File: config.mk
export PLATFORM = sky130hd
export DESIGN_NAME = red_pitaya_pwm_meas
export DESIGN_NICKNAME = d
export VERILOG_FILES = /design/src/rtl/red_pitaya_pwm_meas.sv
export SDC_FILE = /design/constraint.sdc
export NUM_CORES = 1
export LEC_CHECK = 0
export ABC_AREA = 1
export BUFFER_PORTS_ARGS = -buffer_cell sky130_fd_sc_hd__buf_2
export CORE_ASPECT_RATIO = 1.4
export CORE_MARGIN = 1
export CORE_UTILIZATION = 53
export CTS_BUF_LIST = sky130_fd_sc_hd__clkbuf_16
export CTS_CLUSTER_DIAMETER = 80
export DETAILED_ROUTE_END_ITERATION = 8
export PLACE_DENSITY_LB_ADDON = 0.3
export SYNTH_ARGS = -nofsm -noshare
export SYNTH_HDL_FRONTEND = slang
export SYNTH_SLANG_ARGS = --single-unit
File: constraint.sdc
create_clock -name clk -period 1.65 [get_ports clk]
set_input_delay 0.0825 -clock clk [delete_from_list [all_inputs] [get_ports clk]]
set_output_delay 0.0825 -clock clk [all_outputs]
set_load 0.05 [all_outputs]
File: src/rtl/red_pitaya_pwm_meas.sv
// Duty-cycle meter for a 1-bit PWM stream: counts high samples and rising edges
// over an NFR-frame window, sampling at the PWM generator's prescaled tick rate.
module red_pitaya_pwm_meas #(
  parameter int         DIV_W   = 4,
  parameter logic [7:0] FULL    = 8'd255,
  parameter int         NFR_LOG = 4,
  parameter int         OW      = 13
) (
  input  logic          clk,
  input  logic          rstn,
  input  logic          pwm_i,
  input  logic          en_i,
  input  logic          mode_i,
  input  logic          sync_i,
  output logic [OW-1:0] meas_o,
  output logic [7:0]    edges_o,
  output logic          valid_o,
  output logic          busy_o
);

  // state | meaning
  // IDLE  | disabled, counters held at zero
  // ARM   | enabled, waiting for a window start (immediate or on sync_i)
  // MEAS  | window in progress
  typedef enum logic [1:0] {IDLE, ARM, MEAS} state_t;
  state_t state, state_nxt;

  logic               p1, p2, p3;
  logic [DIV_W-1:0]   div;
  logic [7:0]         tcnt;
  logic [NFR_LOG-1:0] fcnt;
  logic [OW-1:0]      hcnt;
  logic [7:0]         ecnt;
  logic               mode_q, mode_nxt;
  logic               tick, rise, last, done, start, run;
  logic [OW-1:0]      hcnt_fin;
  logic [7:0]         ecnt_fin;

  assign rise     = p2 & ~p3;
  assign tick     = (state == MEAS) && (&div);
  assign last     = tick && (tcnt == FULL) && (&fcnt);
  assign hcnt_fin = hcnt + OW'(p2);
  assign ecnt_fin = (&ecnt) ? ecnt : ecnt + 8'(rise);
  assign busy_o   = (state == MEAS);

  always_ff @(posedge clk or negedge rstn) begin
    if (!rstn) begin
      p1 <= 1'b0;
      p2 <= 1'b0;
      p3 <= 1'b0;
    end else begin
      p1 <= pwm_i;
      p2 <= p1;
      p3 <= p2;
    end
  end

  // Completion is checked before the sync restart so a coincident sync never
  // throws away a finished window.
  always_comb begin
    state_nxt = state;
    done      = 1'b0;
    start     = 1'b0;
    mode_nxt  = mode_q;
    case (state)
      IDLE: begin
        if (en_i) state_nxt = ARM;
      end
      ARM: begin
        if (!en_i) begin
          state_nxt = IDLE;
        end else if (!mode_i || sync_i) begin
          state_nxt = MEAS;
          start     = 1'b1;
          mode_nxt  = mode_i;
        end
      end
      MEAS: begin
        if (!en_i) begin
          state_nxt = IDLE;
        end else if (last) begin
          done     = 1'b1;
          mode_nxt = mode_i;
          if (!mode_i || sync_i) start = 1'b1;
          else state_nxt = ARM;
        end else if (sync_i && mode_q) begin
          start = 1'b1;
        end
      end
      default: state_nxt = IDLE;
    endcase
  end

  assign run = (state == MEAS) && (state_nxt == MEAS) && !start;

  always_ff @(posedge clk or negedge rstn) begin
    if (!rstn) begin
      state  <= IDLE;
      mode_q <= 1'b0;
    end else begin
      state  <= state_nxt;
      mode_q <= mode_nxt;
    end
  end

  always_ff @(posedge clk or negedge rstn) begin
    if (!rstn) begin
      div  <= '0;
      tcnt <= '0;
      fcnt <= '0;
      hcnt <= '0;
      ecnt <= '0;
    end else if (!run) begin
      div  <= '0;
      tcnt <= '0;
      fcnt <= '0;
      hcnt <= '0;
      ecnt <= '0;
    end else begin
      div  <= div + DIV_W'(1);
      ecnt <= ecnt_fin;
      if (tick) begin
        hcnt <= hcnt_fin;
        if (tcnt == FULL) begin
          tcnt <= '0;
          fcnt <= fcnt + NFR_LOG'(1);
        end else begin
          tcnt <= tcnt + 8'd1;
        end
      end
    end
  end

  always_ff @(posedge clk or negedge rstn) begin
    if (!rstn) begin
      valid_o <= 1'b0;
      meas_o  <= '0;
      edges_o <= '0;
    end else begin
      valid_o <= done;
      if (done) begin
        meas_o  <= hcnt_fin;
        edges_o <= ecnt_fin;
      end
    end
  end

endmodule

; After elaboration in Yosys (flattened, before gate mapping)
; Index checks and enable logic that the tools add are counted.
[totals]
ff_bits = 65
latch_bits = 0
mem_bits_rw = 0
mem_bits_ro = 0
in_bits = 6
out_inout_bits = 23
wordCells = 78
n_memories = 0
[classes]
addsub = 5
n_mul = 0
div_mod_pow = 0
magnitude_cmp = 0
eq_ne = 10
shifts = 0
n_mux = 32
n_bitwise = 2
reduce_logical = 16
[ops]
columns = cell, n
row1 = 8-bit 2-to-1 mux, 5
row2 = 13-bit 2-to-1 mux, 2
row3 = 4-bit 2-to-1 mux, 4
row4 = 13-bit by 1-bit adder with 13-bit output, 1
row5 = 1-bit 2-to-1 mux, 12
row6 = 2-bit 2-to-1 mux, 6
row7 = "4-bit by 1-bit adder with 4-bit output, second input constant", 2
row8 = 8-bit by 1-bit adder with 8-bit output, 1
row9 = "8-bit by 1-bit adder with 8-bit output, second input constant", 1
row10 = "8-bit equality test, second input constant", 1
row11 = "2-bit inequality test, second input constant", 4
row12 = 4-bit AND reduction, 2
row13 = 8-bit AND reduction, 1
row14 = 1-bit logical AND, 6
row15 = 2-bit case mux with 3 select lines, 1
row16 = 5-bit AND reduction, 1
row17 = "2-bit equality test, second input constant", 2
row18 = "2-bit by 1-bit inequality test with 1-bit output, second input constant", 2
row19 = 1-bit case mux with 2 select lines, 2
row20 = "2-bit by 1-bit equality test with 1-bit output, second input constant", 1
row21 = 1-bit zero test, 2
row22 = 2-bit zero test, 1
row23 = 2-bit AND reduction, 1
row24 = 2-bit nonzero test, 1
row25 = 3 further kinds, 3

; Logic depth before layout (Yosys ltp)
[logic_depth]
ltp_word = 12
depth_mapped = 16
mapped_depth_nobuf = 15

; Least setup slack after synthesis
; No wires, ideal clock.
[synth_path]
path_kind = flip-flop to flip-flop
start = reg state[0]
end = reg fcnt[2]
t_arrival_ns = 2.073
t_required_ns = 1.525
path_slack_ns = -0.548
path_stages_with_launch = 17
period_less_slack_ns = 2.198
path_cell_list = dfrtp_1 -> inv_1 -> ha_1 -> nand2_1 -> inv_1 -> nand2_2 -> nor2_4 -> nand3_1 -> nand2_1 -> nand2_1 -> nand2_1 -> nor2_4 -> nand2_4 -> buf_6 -> nor2_2 -> nand2_1 -> nand2_1
[synth_between]
elab_chain_len = 12
word_cells_on_any_way = 24
[synth_lines]
columns = element, line_no
row1 = "start, declared", 26  ; state_t state, state_nxt;
row2 = "start signal, assigned", 101  ; state <= state_nxt;
row3 = 2-bit equality test *, -
row4 = net busy_o, 18  ; output logic busy_o
row5 = 1-bit logical AND, 40  ; assign tick = (state == MEAS) && (&div);
row6 = 1-bit logical AND (2 in a row), 41  ; assign last = tick && (tcnt == FULL) && (&fcnt);
row7 = 2-bit 2-to-1 mux, 81  ; end else if (last) begin
row8 = 2-bit 2-to-1 mux, 79  ; if (!en_i) begin
row9 = 2-bit case mux with 3 select lines, 65  ; case (state)
row10 = 2-bit equality test, 94  ; assign run = (state == MEAS) && (state_nxt == MEAS) && !start;
row11 = 1-bit logical AND (2 in a row), 94
row12 = 2-bit by 1-bit inequality test with 1-bit output (no source line) or 2-bit inequality test (tied branches), -
row13 = 2-bit AND reduction (no source line), -
row14 = "end signal, assigned", 126  ; fcnt <= fcnt + NFR_LOG'(1);
row15 = "end, declared", 31  ; logic [NFR_LOG-1:0] fcnt;
; The timed path passes the listed nets; every way through them passes the cells marked *.
; A chain may end at the register's enable or synchronous reset.

; Final worst setup path
[layout_path]
start = reg state[1]
end = reg fcnt[1]
[layout_between]
elab_chain_len = 12
word_cells_on_any_way = 24
[layout_lines]
columns = element, line_no
row1 = 2-bit equality test, "40, 65, 94"
row2 = 1-bit logical AND, 40
row3 = 1-bit logical AND (2 in a row), 41
row4 = 2-bit 2-to-1 mux, 81
row5 = 2-bit 2-to-1 mux, 79
row6 = 2-bit case mux with 3 select lines, 65
row7 = 2-bit equality test, 94
row8 = 1-bit logical AND (2 in a row), 94
row9 = 2-bit by 1-bit inequality test with 1-bit output (no source line) or 2-bit inequality test (tied branches), -
row10 = 2-bit AND reduction (no source line), -
; Parallel ways exist; a longest one is shown, timed or not.

==> summary.md <==
| Metric | Value |
|---|---|
| First-pass GRT wire length | 12500 um |
| Mapped Area | 3210 um2 |
| Skew-Pair Late Insertion Delay | 0.34 ns |
| FF-to-FF Start | state[1] |
| RSZ-0062 raised after global routing | yes |
| FF-to-FF End | fcnt[1] |
| Clock root buffer master | clkbuf_16 |
| Post-DP HPWL | 4500 um |
| Hold path depth | 3 |
| Rows | 33 |
| Final non-filler cell total | 540 |
| Pre-CTS setup slack | -0.165 ns |
| PortBufs | 28 |
| H-tree Lvls | 3 |
| Slew @ Worst Pin | 0.385 ns |
| Crit share post-route | 114% |
| Grt total ovfl | 0 |
| Starting Density | 54.8% |
| Final min period | 1.88 ns |
| Peak fanout along the critical path | 6 |
| Hold_sp | mode_i |
| Sequential share of the synthesized area | 50.6% |
| CP endpoint kind | flip-flop |
| Routed vias | 2867 |
| Slack of the critical path | -0.226 ns |
| CTS tree | yes |
| Clk buf depth | 2 |
| Area delta synth->final | 42.2% |
| Initial antenna violation count | 0 |
| Reg2reg path depth | 13 |
| Distinct cell type count after synthesis | 30 |
| Synth Net Count | 395 |
| Final setup vio count | 59 |
| Die W | 67.8 um |
| Fraction of layout cells with a size suffix above 1 | 37.9% |
| GRT Total Usage | 27.0% |
| Worst hold path type | primary input to flip-flop |
| Max Clock Skew | 0.00835 ns |
| Die footprint | 6380 um2 |
| Final GP Congestion | 0.887 |
| Via density | 5.31 |
| FF+latch count, synth | 65 |
| Critical path type | flip-flop to flip-flop |
| Max-Cap Viols | 0 |
| Status | complete, but fails checks |
| Min-Delay Endpoint | mode_q |
| VDD IR max | 0.917 mV |
| Inst Count DP | 503 |
| Leakage power | 0.00230 uW |
| Fmax | 0.533 GHz |
| DR WL/cell | 15.7 um |
| N_diodes | 0 |
| CTS clk-pin slew, worst paths | 0.05 ns |
| TNS Setup | -7.36 ns |
| Syn avg cell area | 8.50 um2 |
| Power per cell area | 904 nW/um2 |
| Hold Vio Cnt, Final | 0 |
| Slew headroom | 74.2% |
| Worst endpoint required time | 1.92 ns |
| Yosys warnings | 0 |
| Failing checks | setup timing |
| Syn Inst Count | 378 |
| Worst endpoint data arrival time | 2.15 ns |
| TritonCTS Buffers | 9 |
| Worst reg2reg setup slack | -0.23 ns |
| Largest net degree at the start of global routing | 66 |
| Routed Antenna Nets | 0 |
| Initial drt markers | 199 |
| Die Ht | 94.1 um |
| Post-layout net count | 483 |
| Vias in the first global route | 2682 |
| Startpoint Class | flip-flop |
| First-pass DRT Iterations | 4 |
| DRC | 0 |
| Routed WL | 8460 um |
| Final Max Tran Viols | 0 |
| Min Hold Slack | 0.0296 ns |
| Clock sink total | 65 |
| I/O pin count | 29 |
| Core Region | 5860 um2 |
final cells by class:
type / instances / area (um2)
clock inverter: 6 / 28.8
inverter: 36 / 151
timing repair buffer: 87 / 739
tap: 70 / 87.6
fill: 362 / 1290
clock buffer: 9 / 225
multi-input combinational: 267 / 1710
sequential: 65 / 1630
sequential cells by signal, summed over array words and instances (netlist names), 2 cells and up:
register and count:
edges_o 8, ecnt 8, tcnt 8, div 4, state 2, meas_o 13, hcnt 13, fcnt 4
metrics by stage:
| stage | total power [uW] | util, % | instance area (um2) |
|---|---|---|---|
| 3_3_place_gp | 2210 | 63.6 | 3730 |
| 3_5_place_dp | 2220 | 63.6 | 3730 |
| 5_1_grt | 4280 | 77.9 | 4570 |
| 6_report | 4130 | 77.9 | 4570 |
| 4_1_cts | 3960 | 74.0 | 4340 |
| 2_1_floorplan | 1990 | - | 3240 |
synth_stat cells:
library cell | count | share of area (%)
nor4_4 | 1 | 0.66
dfrtp_1 | 65 | 51
a211oi_1 | 1 | 0.23
clkinv_1 | 2 | 0.23
inv_1 | 32 | 3.7
inv_2 | 2 | 0.23
nand2_1 | 118 | 14
o211ai_1 | 1 | 0.23
nand4_1 | 3 | 0.58
ha_1 | 11 | 4.3
nor2_4 | 2 | 0.70
a21oi_1 | 19 | 3.0
xnor2_1 | 4 | 1.1
nand2_2 | 4 | 0.78
buf_2 | 5 | 0.78
a31o_2 | 1 | 0.27
nand3b_1 | 1 | 0.23
nor3_2 | 1 | 0.31
o2111ai_1 | 4 | 1.1
o21ai_0 | 14 | 2.2
nand2_4 | 2 | 0.70
nor2_2 | 6 | 1.2
nand3_1 | 19 | 3.0
or2_2 | 1 | 0.19
nor2_1 | 32 | 3.7
xor2_1 | 16 | 4.4
clkbuf_1 | 4 | 0.47
nor3_1 | 4 | 0.62
nor3b_1 | 2 | 0.47
buf_6 | 1 | 0.35
routing by layer:
layer  track usage, %  vias up  wire length [um]
li1                 -     1381                 -
met1             31.4     1393              3340
met2             46.1       70              4580
met3             7.65       23               315
met4             9.38        0               222
met5                0        -                 0
cells in the final DEF (no fill, tap or decap), drive strengths merged:
cell type | Yosys | final
inv | 34 | 37
nor2 | 40 | 40
a211oi | 1 | 1
xor2 | 16 | 16
clkbuf | 4 | 11
nand2 | 124 | 124
buf | 6 | 83
a31o | 1 | 1
ha | 11 | 11
nand3b | 1 | 1
o211ai | 1 | 1
dfrtp | 65 | 65
nor3b | 2 | 2
nand4 | 3 | 3
clkinv | 2 | 4
xnor2 | 4 | 4
clkinvlp | 0 | 1
a21oi | 19 | 19
nand3 | 19 | 19
nor3 | 5 | 5
or2 | 1 | 1
nor4 | 1 | 1
dlygate4sd3 | 0 | 2
o2111ai | 4 | 4
o21ai | 14 | 14
cell families (layout without fill, tap and decap cells):
group / count (synthesis) / after routing / share of synthesized area, %
xor gates and xnor gates: 20 / 20 / 5.45
AOI/OAI and AO/OA: 40 / 40 / 6.97
and+or+nand+nor: 196 / 196 / 26.9
adders and majority gates: 11 / 11 / 4.28
DFF: 65 / 65 / 50.6
buffers and inverters: 46 / 138 / 5.80
what timing repair did:
action,4_1_cts,5_1_grt
buffers inserted,9,7
setup endpoints to repair,43,61
hold buffers,2,0
endpoints found under the hold margin,66,0
resized for setup,61,40
pin swaps,16,24
gates cloned,3,2
how the worst max path moves through the flow:
stage	startpoint	end	slack, ns	cells past startpoint
CTS	state[0]	fcnt[3]	-0.17	16
global route	state[0]	fcnt[3]	-0.35	16
finish	state[1]	fcnt[1]	-0.23	13
detailed placement	state[1]	fcnt[2]	-0.17	13
floorplan	state[0]	fcnt[2]	-0.20	16
global placement	state[0]	fcnt[2]	-0.14	16
report_power, final:
| part | internal, uW | switching (uW) |
|---|---|---|
| sequential | 1630 | 29.1 |
| combinational | 381 | 433 |
| clock | 983 | 671 |
| total | 3000 | 1130 |
critical path, cell delays in order (launching register included):
cell	delay [ns]
dfrtp_1	0.42
inv_2	0.11
ha_4	0.15
nand2_4	0.06
inv_4	0.07
nand2_4	0.06
a21oi_4	0.17
nand2_2	0.09
nor2_4	0.15
nand2_4	0.13
buf_12	0.16
nor2_2	0.08
nand2_1	0.07
nand2_1	0.07
(Power assumes the default switching activity.)
